<file path="src/rtl/hazard_controller_pkg.sv">
// Shared hazard-control definitions: FSM encoding, zero-register id and mul/div counter width.
// Imported by the hazard controller, the forwarding unit and the decoder.
package hazard_controller_pkg;

  typedef enum logic {
    RUN      = 1'b0,
    MEM_WAIT = 1'b1
  } hz_state_e;

  localparam int ZERO_REG     = 0;
  localparam int MULDIV_CNT_W = 6;

endpackage

</file>
<file path="src/rtl/hazard_controller_if.sv">
// Pipeline-to-hazard-controller bundle: decode/exec/mem status in, stage controls out.
// The controller sits on the slave side; the pipeline, or the bench, drives the master side.
interface hazard_controller_if #(
  parameter int REG_ADDR_WIDTH = 5,
  parameter int PERF_WIDTH     = 16
) ();

  logic [REG_ADDR_WIDTH-1:0] dec_rs_addr;
  logic [REG_ADDR_WIDTH-1:0] dec_rt_addr;
  logic                      dec_uses_rs;
  logic                      dec_uses_rt;
  logic                      dec_muldiv;
  logic                      dec_uses_hilo;
  logic                      exec_wb;
  logic                      exec_mem_read;
  logic [REG_ADDR_WIDTH-1:0] exec_rd_addr;
  logic                      exec_branch_taken;
  logic                      mem_req;
  logic                      dcache_ready;

  logic                      stall_fetch;
  logic                      stall_dec;
  logic                      bubble_exec;
  logic                      freeze;
  logic                      flush_dec;
  logic                      muldiv_busy;
  logic [PERF_WIDTH-1:0]     miss_cycles;

  modport master (
    output dec_rs_addr, dec_rt_addr, dec_uses_rs, dec_uses_rt, dec_muldiv,
           dec_uses_hilo, exec_wb, exec_mem_read, exec_rd_addr,
           exec_branch_taken, mem_req, dcache_ready,
    input  stall_fetch, stall_dec, bubble_exec, freeze, flush_dec,
           muldiv_busy, miss_cycles
  );

  modport slave (
    input  dec_rs_addr, dec_rt_addr, dec_uses_rs, dec_uses_rt, dec_muldiv,
           dec_uses_hilo, exec_wb, exec_mem_read, exec_rd_addr,
           exec_branch_taken, mem_req, dcache_ready,
    output stall_fetch, stall_dec, bubble_exec, freeze, flush_dec,
           muldiv_busy, miss_cycles
  );

endinterface

</file>
<file path="src/rtl/hazard_controller_muldiv_tracker.sv">
// Mul/div busy tracker: loads the unit latency on an accepted op, then counts down every cycle.
// Busy is registered, so it is valid from the cycle after acceptance. It never stops counting, even while the pipeline is frozen.
module muldiv_tracker
  import hazard_controller_pkg::*;
#(
  parameter int MULDIV_CYCLES = 32
) (
  input  logic clk,
  input  logic rst,
  input  logic load,
  output logic busy
);

  logic [MULDIV_CNT_W-1:0] cnt_q, cnt_d;

  always_comb begin
    cnt_d = cnt_q;
    if (load) begin
      cnt_d = MULDIV_CNT_W'(MULDIV_CYCLES);
    end else if (cnt_q != '0) begin
      cnt_d = cnt_q - 1'b1;
    end
  end

  always_ff @(posedge clk or posedge rst) begin
    if (rst) begin
      cnt_q <= '0;
    end else begin
      cnt_q <= cnt_d;
    end
  end

  assign busy = (cnt_q != '0);

endmodule

</file>
<file path="src/rtl/hazard_controller.sv">
// Hazard sequencer for stall, freeze and flush controls: load-use, D-cache miss, mul/div busy and taken branch.
// All controls are combinational in the same cycle. A miss freezes the whole pipe and outranks a branch, which outranks a stall.
module hazard_controller
  import hazard_controller_pkg::*;
#(
  parameter int REG_ADDR_WIDTH = 5,
  parameter int MULDIV_CYCLES  = 32,
  parameter int PERF_WIDTH     = 16
) (
  input  logic           clk,
  input  logic           rst,
  hazard_controller_if.slave hif
);

  hz_state_e             state_q, state_d;
  logic [PERF_WIDTH-1:0] miss_cycles_q, miss_cycles_d;

  logic miss_now;
  logic load_use;
  logic hilo_hazard;
  logic muldiv_busy;
  logic muldiv_accept;
  logic stall_fetch, stall_dec, bubble_exec, freeze, flush_dec;

  muldiv_tracker #(
    .MULDIV_CYCLES (MULDIV_CYCLES)
  ) u_muldiv_tracker (
    .clk  (clk),
    .rst  (rst),
    .load (muldiv_accept),
    .busy (muldiv_busy)
  );

  assign miss_now = ((state_q == MEM_WAIT) || hif.mem_req) && !hif.dcache_ready;

  assign load_use = hif.exec_mem_read && hif.exec_wb &&
                    (hif.exec_rd_addr != REG_ADDR_WIDTH'(ZERO_REG)) &&
                    ((hif.dec_uses_rs && (hif.dec_rs_addr == hif.exec_rd_addr)) ||
                     (hif.dec_uses_rt && (hif.dec_rt_addr == hif.exec_rd_addr)));

  assign hilo_hazard = muldiv_busy && (hif.dec_uses_hilo || hif.dec_muldiv);

  // Priority: miss freezes everything, then a taken branch kills decode, then data stalls.
  always_comb begin
    stall_fetch = 1'b0;
    stall_dec   = 1'b0;
    bubble_exec = 1'b0;
    freeze      = 1'b0;
    flush_dec   = 1'b0;
    if (miss_now) begin
      freeze      = 1'b1;
      stall_fetch = 1'b1;
      stall_dec   = 1'b1;
    end else if (hif.exec_branch_taken) begin
      flush_dec   = 1'b1;
    end else if (load_use || hilo_hazard) begin
      stall_fetch = 1'b1;
      stall_dec   = 1'b1;
      bubble_exec = 1'b1;
    end
  end

  assign muldiv_accept = hif.dec_muldiv && !stall_dec && !flush_dec;

  always_comb begin
    state_d = state_q;
    case (state_q)
      RUN:      if (hif.mem_req && !hif.dcache_ready) state_d = MEM_WAIT;
      MEM_WAIT: if (hif.dcache_ready)                 state_d = RUN;
      default:                                        state_d = RUN;
    endcase
  end

  always_comb begin
    miss_cycles_d = miss_cycles_q;
    if ((state_q == MEM_WAIT) && (miss_cycles_q != {PERF_WIDTH{1'b1}})) begin
      miss_cycles_d = miss_cycles_q + 1'b1;
    end
  end

  always_ff @(posedge clk or posedge rst) begin
    if (rst) begin
      state_q       <= RUN;
      miss_cycles_q <= '0;
    end else begin
      state_q       <= state_d;
      miss_cycles_q <= miss_cycles_d;
    end
  end

  assign hif.stall_fetch = stall_fetch;
  assign hif.stall_dec   = stall_dec;
  assign hif.bubble_exec = bubble_exec;
  assign hif.freeze      = freeze;
  assign hif.flush_dec   = flush_dec;
  assign hif.muldiv_busy = muldiv_busy;
  assign hif.miss_cycles = miss_cycles_q;

endmodule
</file>
<file path="src/flat_wrapper.sv">
// flat-port wrapper written by rule: the top's interface ports become plain ports
module hazard_controller_flat import hazard_controller_pkg::*;
#(
  parameter int REG_ADDR_WIDTH = 5,
  parameter int MULDIV_CYCLES  = 32,
  parameter int PERF_WIDTH     = 16
)
  (clk, rst, hif_dec_rs_addr, hif_dec_rt_addr, hif_dec_uses_rs, hif_dec_uses_rt, hif_dec_muldiv, hif_dec_uses_hilo, hif_exec_wb, hif_exec_mem_read, hif_exec_rd_addr, hif_exec_branch_taken, hif_mem_req, hif_dcache_ready, hif_stall_fetch, hif_stall_dec, hif_bubble_exec, hif_freeze, hif_flush_dec, hif_muldiv_busy, hif_miss_cycles);
  hazard_controller_if #(.REG_ADDR_WIDTH(REG_ADDR_WIDTH), .PERF_WIDTH(PERF_WIDTH)) hif_i ();
  input  logic clk;
  input  logic rst;
  input wire logic [$bits(hif_i.dec_rs_addr)-1:0] hif_dec_rs_addr;
  input wire logic [$bits(hif_i.dec_rt_addr)-1:0] hif_dec_rt_addr;
  input wire logic [$bits(hif_i.dec_uses_rs)-1:0] hif_dec_uses_rs;
  input wire logic [$bits(hif_i.dec_uses_rt)-1:0] hif_dec_uses_rt;
  input wire logic [$bits(hif_i.dec_muldiv)-1:0] hif_dec_muldiv;
  input wire logic [$bits(hif_i.dec_uses_hilo)-1:0] hif_dec_uses_hilo;
  input wire logic [$bits(hif_i.exec_wb)-1:0] hif_exec_wb;
  input wire logic [$bits(hif_i.exec_mem_read)-1:0] hif_exec_mem_read;
  input wire logic [$bits(hif_i.exec_rd_addr)-1:0] hif_exec_rd_addr;
  input wire logic [$bits(hif_i.exec_branch_taken)-1:0] hif_exec_branch_taken;
  input wire logic [$bits(hif_i.mem_req)-1:0] hif_mem_req;
  input wire logic [$bits(hif_i.dcache_ready)-1:0] hif_dcache_ready;
  output wire logic [$bits(hif_i.stall_fetch)-1:0] hif_stall_fetch;
  output wire logic [$bits(hif_i.stall_dec)-1:0] hif_stall_dec;
  output wire logic [$bits(hif_i.bubble_exec)-1:0] hif_bubble_exec;
  output wire logic [$bits(hif_i.freeze)-1:0] hif_freeze;
  output wire logic [$bits(hif_i.flush_dec)-1:0] hif_flush_dec;
  output wire logic [$bits(hif_i.muldiv_busy)-1:0] hif_muldiv_busy;
  output wire logic [$bits(hif_i.miss_cycles)-1:0] hif_miss_cycles;
  assign hif_i.dec_rs_addr = hif_dec_rs_addr;
  assign hif_i.dec_rt_addr = hif_dec_rt_addr;
  assign hif_i.dec_uses_rs = hif_dec_uses_rs;
  assign hif_i.dec_uses_rt = hif_dec_uses_rt;
  assign hif_i.dec_muldiv = hif_dec_muldiv;
  assign hif_i.dec_uses_hilo = hif_dec_uses_hilo;
  assign hif_i.exec_wb = hif_exec_wb;
  assign hif_i.exec_mem_read = hif_exec_mem_read;
  assign hif_i.exec_rd_addr = hif_exec_rd_addr;
  assign hif_i.exec_branch_taken = hif_exec_branch_taken;
  assign hif_i.mem_req = hif_mem_req;
  assign hif_i.dcache_ready = hif_dcache_ready;
  assign hif_stall_fetch = hif_i.stall_fetch;
  assign hif_stall_dec = hif_i.stall_dec;
  assign hif_bubble_exec = hif_i.bubble_exec;
  assign hif_freeze = hif_i.freeze;
  assign hif_flush_dec = hif_i.flush_dec;
  assign hif_muldiv_busy = hif_i.muldiv_busy;
  assign hif_miss_cycles = hif_i.miss_cycles;
  hazard_controller #(.REG_ADDR_WIDTH(REG_ADDR_WIDTH), .MULDIV_CYCLES(MULDIV_CYCLES), .PERF_WIDTH(PERF_WIDTH)) u_core (.clk(clk), .rst(rst), .hif(hif_i));
endmodule
</file>
<file path="config.mk">
export PLATFORM = sky130hd
export DESIGN_NAME = hazard_controller_flat
export DESIGN_NICKNAME = d
export VERILOG_FILES = /design/src/rtl/hazard_controller_pkg.sv /design/src/rtl/hazard_controller_if.sv /design/src/rtl/hazard_controller_muldiv_tracker.sv /design/src/rtl/hazard_controller.sv /design/src/flat_wrapper.sv
export SDC_FILE = /design/constraint.sdc
export NUM_CORES = 1
export LEC_CHECK = 0
export CAP_MARGIN = 20
export CORE_ASPECT_RATIO = 0.5
export CORE_MARGIN = 4
export CORE_UTILIZATION = 45
export CTS_BUF_LIST = sky130_fd_sc_hd__clkbuf_8
export CTS_CLUSTER_DIAMETER = 50
export DETAILED_ROUTE_END_ITERATION = 10
export PLACE_DENSITY = 0.79
export SYNTH_ARGS = -nofsm -noshare
export SYNTH_HDL_FRONTEND = slang
export SYNTH_SLANG_ARGS = --single-unit
</file>
<file path="constraint.sdc">
create_clock -name clk -period 5.04 [get_ports clk]
set_input_delay 1.008 -clock clk [delete_from_list [all_inputs] [get_ports clk]]
set_output_delay 1.008 -clock clk [all_outputs]
set_load 0.01 [all_outputs]
</file>
======== Yosys cells after proc, flatten, opt, wreduce, memory -nomap -nowiden ========
Index checks and enable logic that the tools add are counted.
cells by class
  add/sub/neg operators ................... 2
  eq/ne operators ......................... 3
  muxes and demuxes ....................... 12
  bitwise operators ....................... 1
  reductions and logical operators ........ 21
operators with widths
  kind                   number
  $add 16x1->16 const B  1
  $ne 16x16->1 const B   1
  $mux 6                 2
  $logic_and 1x1->1      11
  $eq 5x5->1             2
  $mux 1                 9
  $reduce_bool 6->1      1
  $sub 6x1->6 const B    1
  $reduce_bool 5->1      1
  $logic_or 1x1->1       4
  $logic_not 1->1        3
  $pmux 1 s2             1
  $reduce_bool 2->1      1
  $not 1->1              1
storage, ports and cells
  register bits ........................... 23
  input port bits ......................... 26
  output and inout port bits .............. 22
  word-level logic and storage cells ...... 42

======== Depth between registers and ports, before layout ========
  depth after elaboration ................. 12
  mapped depth ............................ 8
  depth with buffers taken out ............ 7

======== By module ========
Synthesis repeated with hierarchy kept, for this count alone.
unflattened totals
  cell total of the unflattened synthesis .. 140
  area total of the unflattened synthesis .. 1448.9 um2
modules (own cells, without submodules)
  module             instances  cells an instance  area an instance (um2)  sequential area each (um2)
  hazard_controller  1          106                1098.6                  425.4
  muldiv_tracker     1          34                 350.3                   150.1

======== Least setup slack after synthesis ========
No wires, ideal clock.
  path kind ............................... in2out
  start point ............................. input port hif_exec_rd_addr[1]
  end point ............................... output port hif_stall_fetch
  arrival ................................. 2.151 ns
  data required time ...................... 4.032 ns
  setup slack ............................. 1.881 ns
  stages on the path ...................... 5
  path buffers ............................ 1
  cells stage by stage .................... or3_1 -> o311a_1 -> nand2_1 -> o221ai_1 -> buf_4
on the way
  longest elaborated chain between the ends .. 8
  elaborated cells between the ends (all ways) .. 12
  classes of those cells .................. 2 x eq/ne; 3 x mux; 7 x reduce/logical
ends and longest elaborated chain
  what                                  line                                              text
  start, declared                       flat_wrapper.sv:20                                input wire logic [$bits(hif_i.exec_rd_addr)-1:0] hif_exec_rd_addr;
  $eq 5x5->1 (on tied branches)         hazard_controller.sv:38, hazard_controller.sv:39
  $logic_and 1x1->1 (on tied branches)  hazard_controller.sv:38, hazard_controller.sv:39
  $logic_or 1x1->1                      hazard_controller.sv:38                           ((hif.dec_uses_rs && (hif.dec_rs_addr == hif.exec_rd_addr)) ||
  $logic_and 1x1->1 *                   hazard_controller.sv:37                           (hif.exec_rd_addr != REG_ADDR_WIDTH'(ZERO_REG)) &&
  $logic_or 1x1->1 *                    hazard_controller.sv:56                           end else if (load_use || hilo_hazard) begin
  $mux 1 * (3 in series)                n/a
  end, declared                         flat_wrapper.sv:24                                output wire logic [$bits(hif_i.stall_fetch)-1:0] hif_stall_fetch;
Mark *: on every way between the ends. The rest lies on a longest branch, timed or not.

======== Worst setup path after layout ========
  start point ............................. input port hif_exec_rd_addr[3]
  end point ............................... output port hif_stall_fetch
on the way
  longest elaborated chain between the ends .. 8
  elaborated cells between the ends (all ways) .. 12
  classes of those cells .................. 2 x eq/ne; 3 x mux; 7 x reduce/logical
ends and longest elaborated chain
  what                                  line                                              text
  $eq 5x5->1 (on tied branches)         hazard_controller.sv:38, hazard_controller.sv:39
  $logic_and 1x1->1 (on tied branches)  hazard_controller.sv:38, hazard_controller.sv:39
  $logic_or 1x1->1                      hazard_controller.sv:38
  $logic_and 1x1->1 *                   hazard_controller.sv:37
  $logic_or 1x1->1 *                    hazard_controller.sv:56
  $mux 1 *                              hazard_controller.sv:56
  $mux 1 *                              hazard_controller.sv:54                           end else if (hif.exec_branch_taken) begin
  $mux 1 *                              hazard_controller.sv:50                           if (miss_now) begin
Marks and branches as above.

==> impl_results.md <==
- Run status: finished clean
- Unrepaired setup endpoints after global routing: no
- Final core area utilization: 70.4%
- Part of the Yosys area used for sequential elements: 41.3%
- Total Power: 0.703 mW
- Share of Yosys cell area claimed by the top area cell type: 41.3%
- Cell types with the highest counts after synthesis: 23 x sky130_fd_sc_hd__dfrtp_1, 13 x sky130_fd_sc_hd__xnor2_1, 10 x sky130_fd_sc_hd__nand2_1, 10 x sky130_fd_sc_hd__nand3_1
- Maximum ir drop on the vdd rail: 0.180 mV
- Clock input transition at the sequential cells of the worst setup and hold paths: 0.08 ns
- Maximum count of clock buffers along a single path: 2
- Worst Path Max Fanout: 5
- Clock sink count: 23
- Post-CTS resize count: 0
- Mean post-synth cell area: 9.95 µm²
- Placeable Area: 2770 µm²
- Kind of end point of the critical path: output port
- Fin crit share: 80.1%
- Asr flop ratio synth: 100%
- Least-Margin Pin Slew: 0.848 ns
- Critical Path RT: 4.03 ns
- Count of state elements after synthesis: 23
- Clock buffer count from CTS: 3
- Ratio of routed vias to standard cells: 5.53
- Vias in the first global route: 1233
- Final setup vio count: 0
- Initial Util: 50.4%
- CP startpoint kind: input port
- Post-route antenna net violation count: 0
- Hold violation count in the final report: 0
- Die footprint: 4100 µm²
- Die Span Y: 47.3 µm
- Number of violations of the max-capacitance limit: 0
- Slew headroom: 43.4%
- CTS tree: yes
- Most common cell in the netlist: sky130_fd_sc_hd__dfrtp_1
- Global Route Usage Sum: 17.4%
- Count of flip-flops with a built-in enable after synthesis: 0
- Cell count after placement: 223
- Number of inserted diodes: 0
- Max Slew Vio Count: 0
- Internal power contribution: 0.446 mW
- Sequential cell fraction of total power: 43.4%
- Routed vias: 1255
- Count of unique library cells instantiated by Yosys: 46
- Power per cell area: 361 nW/µm²
- Gate power share: 40.6%
- Min Clock Period, post-route: 4.04 ns
- Leakage power total: 0.762 nW
- Hold buffer count at cts: 0
- Maximum number of pins on one net before global-route repair: 24
- Num ports: 48
- Number of cells in the finished layout apart from fillers: 227
- Final non-filler cell area: 1950 µm²
- Fraction of power spent switching nets: 36.5%
- Post-detailed-placement cell area: 1900 µm²
- Worst skew pair latency: 0.27 ns
- Cells after Synth: 140
- Detailed router's first-iteration violation count: 36
- Top achievable clock speed: 0.248 GHz
- Largest cells by area after synthesis: sky130_fd_sc_hd__dfrtp_1 41%, sky130_fd_sc_hd__xnor2_1 8.2%, sky130_fd_sc_hd__xor2_1 5.7%
- Clock power frac: 16.1%
- Class of the tightest hold or removal check: register to register
- NetSw: 0.257 mW
- Aggregate routed wire length: 3150 µm
- Net count after synthesis: 169
- Average wire length per cell after detail routing: 13.9 µm
- Layout overhead on the synthesized area: 39.8%
- Port bufs: 47
- Grt total ovfl: 0
- Synthesized cell area: 1390 µm²
- Drc violations: 0
- Crit Path Category: input port to output port
- Net count reported at finish: 220
- Total setup buffers inserted after CTS: 0
- Die width: 86.7 µm
- Initial antenna violation count: 0
- Clock root buffer master: sky130_fd_sc_hd__clkbuf_8
- Ratio of cells with drive above 1 in the final layout: 5.79%
- Layout Skew: 0.00549 ns
- Total of warnings raised by yosys: 0
- H-tree lvl count: 1
- Main synth FF type: sky130_fd_sc_hd__dfrtp_1
- Pre-Repair DR Iteration Count: 4
- First-pass GRT wire length: 5490 µm
- Arrival @ worst endpoint: 3.03 ns
- Final RePlAce weighted congestion: 0.799
- Biggest area consumer among synthesized cells: sky130_fd_sc_hd__dfrtp_1
- Total number of placement rows: 13
- Setup_tns: 0 ns
- Post-DP HPWL: 2530 µm
## cell usage in the layout, fill, tap and decap left out, types with 3 or more instances in the layout
cell / instances
sky130_fd_sc_hd__clkdlybuf4s50_1: 47
sky130_fd_sc_hd__dfrtp_1: 23
sky130_fd_sc_hd__clkbuf_8: 3
sky130_fd_sc_hd__nand3_1: 10
sky130_fd_sc_hd__nand2_1: 10
sky130_fd_sc_hd__inv_1: 10
sky130_fd_sc_hd__nand4_1: 5
sky130_fd_sc_hd__a21oi_1: 6
sky130_fd_sc_hd__nor4_1: 4
sky130_fd_sc_hd__nor2_1: 5
sky130_fd_sc_hd__xnor2_1: 13
sky130_fd_sc_hd__o21ai_0: 4
sky130_fd_sc_hd__o31ai_1: 3
sky130_fd_sc_hd__ha_1: 3
sky130_fd_sc_hd__xor2_1: 9
## worst max-delay path: stages
cell                              delay, ns
sky130_fd_sc_hd__clkdlybuf4s50_1       0.47
sky130_fd_sc_hd__xor2_1                0.19
sky130_fd_sc_hd__nor4_1                0.30
sky130_fd_sc_hd__a32oi_1               0.23
sky130_fd_sc_hd__o221ai_1              0.26
sky130_fd_sc_hd__clkdlybuf4s50_1       0.58
## area by class of cell
type                            count  area, µm²
Sequential cell                    23        576
Tap cell                           37       46.3
Clock buffer                        3       41.3
Fill cell                         244        818
Inverter                            9       33.8
Multi-Input combinational cell    107        776
Clock inverter                      1       3.75
Timing Repair Buffer               47        470
## final timing paths
path	startpoint	cells after the start	slack (ns)	end
setup / recovery	hif_exec_rd_addr[3]	6	1.00	hif_stall_fetch
hold / removal	u_core.u_muldiv_tracker.cnt_q[4]	2	0.50	u_core.u_muldiv_tracker.cnt_q[4]
setup reg to reg	u_core.hif.miss_cycles[6]	4	3.38	u_core.hif.miss_cycles[1]
hold reg to reg	u_core.u_muldiv_tracker.cnt_q[4]	2	0.50	u_core.u_muldiv_tracker.cnt_q[4]
max in group asynchronous	rst	2	3.30	u_core.hif.miss_cycles[4]
min in group asynchronous	rst	2	1.21	u_core.hif.miss_cycles[14]
## through the flow
stage / hold WS (ns) / setup WS [ns]
after global routing: 0.550 / 0.834
after global placement: 0.486 / 1.04
after detailed placement: 0.489 / 0.993
after CTS: 0.509 / 0.977
after floorplan: 0.466 / 1.88
final: 0.503 / 1.00
## logic make-up after synthesis
kind of cell	Yosys count	share of synthesized area (%)
AND/OR/NAND/NOR	51	21.4
AO/OA/AOI/OAI	28	15.5
flip-flops	23	41.3
XOR/XNOR	22	13.8
buffers and inverters	10	2.96
multiplexers	3	2.34
adder cells (fa/ha/maj)	3	2.70
## routing by layer
metal / share of wire (%) / vias up / wire length, µm / global-route usage, %
met3: 9.5 / 2 / 300 / 6.83
met2: 47 / 50 / 1460 / 31.0
li1: - / 612 / - / -
met4: 0.70 / 0 / 22 / 5.90
met1: 43 / 591 / 1360 / 19.9
met5: 0 / - / 0 / 0
## state kept, by name, indices dropped and copies added, names as in the netlist
register                       cells
u_core.hif.miss_cycles            16
u_core.state_q                     1
u_core.u_muldiv_tracker.cnt_q      6
## power groups by stage
stage	Sequential (mW)	Combinational (mW)	Clock, mW
2_1_floorplan	0.308	0.165	0
3_5_place_dp	0.308	0.288	0
5_1_grt	0.319	0.322	0.122
3_3_place_gp	0.307	0.282	0
4_1_cts	0.305	0.289	0.115
6_report	0.305	0.285	0.113
No activity file was read; power rests on OpenSTA's default activity.
